--- config.mk ---
export PLATFORM = sky130hd
export DESIGN_NAME = bsg_counter_set_down
export DESIGN_NICKNAME = d
export VERILOG_FILES = /design/src/rtl/bsg_counter_pkg.sv /design/src/rtl/bsg_counter_set_down.sv
export SDC_FILE = /design/constraint.sdc
export NUM_CORES = 1
export LEC_CHECK = 0
export ABC_CLOCK_PERIOD_IN_PS = 2400
export CORE_ASPECT_RATIO = 0.7
export CORE_MARGIN = 3
export CORE_UTILIZATION = 45
export CTS_BUF_LIST = sky130_fd_sc_hd__clkbuf_16
export DETAILED_ROUTE_END_ITERATION = 12
export PLACE_DENSITY = 0.79
export REMOVE_ABC_BUFFERS = 1
export SKIP_CTS_REPAIR_TIMING = 1
export SYNTH_ARGS = -nofsm -noshare
export SYNTH_HDL_FRONTEND = slang
export SYNTH_SLANG_ARGS = --single-unit
--- constraint.sdc ---
create_clock -name clk_i -period 2.4 [get_ports clk_i]
set_input_delay 0.72 -clock clk_i [delete_from_list [all_inputs] [get_ports clk_i]]
set_output_delay 0.72 -clock clk_i [all_outputs]
set_load 0.01 [all_outputs]
--- src/rtl/bsg_counter_pkg.sv ---
// Shared definitions for the set/down counter family.
//   bsg_counter_state_width_lp      : width of the state encoding
//   bsg_counter_set_down_state_e    : IDLE / RUN / EXPIRE
package bsg_counter_pkg;

  localparam int unsigned bsg_counter_state_width_lp = 2;

  typedef enum logic [bsg_counter_state_width_lp-1:0] {
    IDLE   = 2'd0,
    RUN    = 2'd1,
    EXPIRE = 2'd2
  } bsg_counter_set_down_state_e;

endpackage

--- src/rtl/bsg_counter_set_down.sv ---
// Loadable down-counter / timer. A start value is loaded through a
// valid/ready handshake, down_i decrements it, and expired_o pulses for
// one cycle when the count reaches zero.
//
// Ports:
//   clk_i      : clock, rising edge
//   reset_i    : asynchronous active-high reset
//   set_v_i    : load request valid
//   val_i      : start value, taken when set_v_i & ready_o
//   ready_o    : load can be accepted this cycle (low while abort_i high)
//   abort_i    : synchronous cancel back to IDLE, no expiry pulse
//   down_i     : decrement request, effective only in RUN
//   count_o    : current count (registered)
//   busy_o     : high in RUN
//   expired_o  : one-cycle expiry pulse
//
// state  | meaning
// -------+------------------------------------------------------------
// IDLE   | no count active, count_o = 0, down_i ignored
// RUN    | counting down on down_i
// EXPIRE | single cycle after the count hit zero, expired_o high
module bsg_counter_set_down
  import bsg_counter_pkg::*;
#(
  parameter int unsigned width_p       = 24,
  parameter bit          auto_reload_p = 1'b0
) (
  input  logic               clk_i,
  input  logic               reset_i,
  input  logic               set_v_i,
  input  logic [width_p-1:0] val_i,
  output logic               ready_o,
  input  logic               abort_i,
  input  logic               down_i,
  output logic [width_p-1:0] count_o,
  output logic               busy_o,
  output logic               expired_o
);

  bsg_counter_set_down_state_e state_r, state_n;
  logic [width_p-1:0] count_r, count_n;
  logic [width_p-1:0] last_r, last_n;
  // Expiry pulse for the auto-reload case, where the FSM never leaves RUN.
  logic               reload_pulse_r, reload_pulse_n;
  logic               load;

  always_ff @(posedge clk_i or posedge reset_i) begin
    if (reset_i) begin
      state_r        <= IDLE;
      count_r        <= '0;
      last_r         <= '0;
      reload_pulse_r <= 1'b0;
    end else begin
      state_r        <= state_n;
      count_r        <= count_n;
      last_r         <= last_n;
      reload_pulse_r <= reload_pulse_n;
    end
  end

  // In auto-reload mode a new value may replace the running one.
  assign ready_o = !abort_i && ((state_r != RUN) || auto_reload_p);
  assign load    = set_v_i && ready_o;

  always_comb begin
    state_n        = state_r;
    count_n        = count_r;
    last_n         = last_r;
    reload_pulse_n = 1'b0;

    if (abort_i) begin
      state_n = IDLE;
      count_n = '0;
    end else if (load) begin
      count_n = val_i;
      last_n  = val_i;
      state_n = (val_i != '0) ? RUN : EXPIRE;
    end else begin
      unique case (state_r)
        RUN: begin
          if (down_i) begin
            if (count_r == width_p'(1)) begin
              if (auto_reload_p) begin
                count_n        = last_r;
                reload_pulse_n = 1'b1;
              end else begin
                count_n = '0;
                state_n = EXPIRE;
              end
            end else begin
              count_n = count_r - width_p'(1);
            end
          end
        end
        EXPIRE: begin
          state_n = IDLE;
          count_n = '0;
        end
        default: begin
          state_n = IDLE;
          count_n = '0;
        end
      endcase
    end
  end

  assign count_o   = count_r;
  assign busy_o    = (state_r == RUN);
  assign expired_o = (state_r == EXPIRE) || reload_pulse_r;

endmodule

==> results by group <==
Floorplan
  • IO Count: 56
  • Die Y: 57.2 um
  • Initial core utilization: 50.1%
  • Core area: 3360 um2
  • Die X: 79.1 um
  • Rows: 17
  • Die ar.: 4520 um2

Yosys
  • Yosys cell types: 41
  • Post-synthesis sequential area ratio: 38.6%
  • Post-synthesis cell area: 1680 um2
  • Syn avg cell area: 8.55 um2
  • Cells after synthesis: 197
  • #FFs+latches synth: 26
  • EDFF count, synth: 0
  • Yosys warns: 0
  • Post-synth ARST share: 100%
  • Dominant synthesized flop cell: dfrtp_1

GRT
  • Global-route wire length before repair: 8.52 mm
  • Initial antenna violation count: 0
  • Vias in the first global route: 1,704
  • GR Util All Layers: 23.9%
  • Largest net degree at the start of global routing: 27
  • Remaining global-route overflow: 0

Setup path
  • WS Path Type: register to primary output
  • Startpoint class of the critical path: register
  • Critical path capture point type: primary output
  • Worst setup endpoint: busy_o
  • R2R Setup Slk: 260 ps
  • Worst Path Max Fanout: 5
  • Worst setup path startpoint: state_r[1]
  • R2r startpoint: count_o[0]
  • Reg-to-Reg End: count_o[10]
  • R2R depth: 8
  • CP arrival: 1530 ps
  • CP Data Required Time: 1680 ps

Finish
  • Non-Filler Instances: 313
  • Layout area overhead: 48.1%
  • Ant. Diodes: 0
  • Multi-input gate area: 973 um2
  • Fill count: 271
  • Nets: 298
  • Layout cells sized above 1: 11.3%
  • Register area: 651 um2

Clocking
  • Root Buffer Master: clkbuf_16
  • Worst-Skew Late Latency: 260 ps
  • CTS tree: yes
  • Clock Tree Buf Depth: 2
  • H-Tree Depth: 1
  • Clk sinks: 26
  • Clock-pin slew on the worst setup and hold paths: 70 ps
  • CTS buffer count: 3

Timing
  • Fmax: 0.444 GHz
  • Worst Max-Slew Pin Slew: 416 ps
  • Slew Limit Headroom: 72.0%
  • Tmin final: 2250 ps
  • Fin. max-slew vios: 0
  • Final setup violation count: 0
  • Unrepaired setup endpoints after global routing: false
  • Hold Fails Final Rpt: 0
  • Layout Skew: 3.05 ps
  • Final Cycle Share: 93.9%

Min path
  • Hold crit path type: register to register
  • Worst Hold Launch: count_o[23]

Route
  • Post-Route WL: 5.30 mm
  • Drt pass-1 iters: 5
  • Vias per cell: 6.16
  • Average routed wire per standard cell: 16.9 um
  • Via count: 1,928
  • DR iter-0 viols: 96
  • Final ANT Viol Nets: 0
  • # DRC: 0

Run status
  • Status: completed

Pwr
  • P per Cell Area: 569 nW/um2
  • Total chip power: 1.42 mW
  • VDD IR max: 0.471 mV
  • Static leakage: 1.00 nW

Place
  • Buffers added on ports: 55
  • Routability cong.: 0.852
  • Placed wire-length estimate: 4.00 mm
  • Dpl cells: 309

Flow run
  • Max-Cap Viols: 0
state kept, by name, indices dropped and copies added, names as in the netlist:
name / flops
count_o: 24
state_r: 2
critical path, cell delays in order (launching register included):
cell	delay, ps
dfrtp_1	360
nand2b_1	190
inv_1	160
clkdlybuf4s50_1	560
synth_stat cells, types with 2 or more instances:
cell      instances  area share (%)
inv_1             5             1.1
nand3_1          15             4.5
nor4_1            9             3.3
mux2i_1           2             1.2
nor2_1           15             3.3
nor3_1            8             2.4
or4_1             2            0.89
nand4_1           3             1.1
nand2_1          18             4.0
nor2b_1           3             1.1
a21oi_1           4             1.2
clkbuf_1          6             1.3
nor3_4            2             1.9
a32oi_1           6             3.1
o31ai_1           3             1.3
ha_1              2             1.5
o21ai_0          24             7.1
nand2b_1          4             1.5
a22oi_1           6             2.7
o311ai_0          3             1.6
or3_1             6             2.2
nor3_2            2             1.2
dfrtp_1          26              39
o211ai_1          6             2.7
cells in the final DEF, fill, tap and decap left out, drive strengths merged, types with 2 or more instances in the layout:
cell	n
nor2b	3
a32oi	6
nor3	12
nand2	19
dfrtp	26
mux2i	2
a21oi	4
nor2	15
nand3	15
clkbuf	3
nand2b	5
o211ai	6
buf	18
inv	5
o31ai	3
nor4	10
o21ai	25
clkdlybuf4s50	54
or4	2
o311ai	3
or3	6
ha	2
nand4	4
a22oi	6
per-layer routing:
metal | part of all wire (%) | GRT usage (%) | up-vias
met4 | 0.49 | 2.70 | 0
met1 | 47 | 37.2 | 904
li1 | - | - | 898
met3 | 11 | 6.94 | 4
met2 | 41 | 33.6 | 122
met5 | 0 | 0 | -
per-stage QoR:
stage	hold slack (ps)	instance area, um2	setup WS, ps	TNS (ps)	util (%)
after global routing	567	2490	59.0	0	74.2
after global placement	518	2390	-119	-119	71.0
final	527	2490	147	0	74.2
after CTS	522	2490	-154	-154	74.2
after floorplan	537	1640	184	0	-
after detailed placement	509	2390	-144	-144	71.0
cells by family (layout without fill, tap and decap cells):
| logic type | Yosys count | after routing | share of synthesized area [%] |
|---|---|---|---|
| buffers and inverters | 13 | 82 | 3.57 |
| muxes | 2 | 2 | 1.19 |
| and+or+nand+nor | 96 | 96 | 32.7 |
| adders and majority gates | 2 | 2 | 1.49 |
| AOI/OAI and AO/OA | 58 | 58 | 22.4 |
| DFF | 26 | 26 | 38.6 |
power breakdown:
part | total (mW) | switching, mW | internal, mW
Clock | 0.484 | 0.153 | 0.332
Combinational | 0.417 | 0.212 | 0.205
Sequential | 0.517 | 0.0496 | 0.467
worst min-delay path by stage:
stage	cells past startpoint	slack [ps]	to
final	1	530	count_o[23]
after global routing	1	570	count_o[23]
after CTS	1	520	count_o[23]
after detailed placement	1	510	count_o[23]
after global placement	1	520	count_o[23]
after floorplan	1	540	count_o[23]
area by class of cell:
class	instances	share of cell area (%)
clock buffers	3	3.01
clock inverters	1	1.20
inverters	5	0.752
multi-input cells	158	39.0
flip-flops and latches	26	26.1
well taps	47	2.36
repair buffers	73	27.6
(Power assumes the default switching activity.)
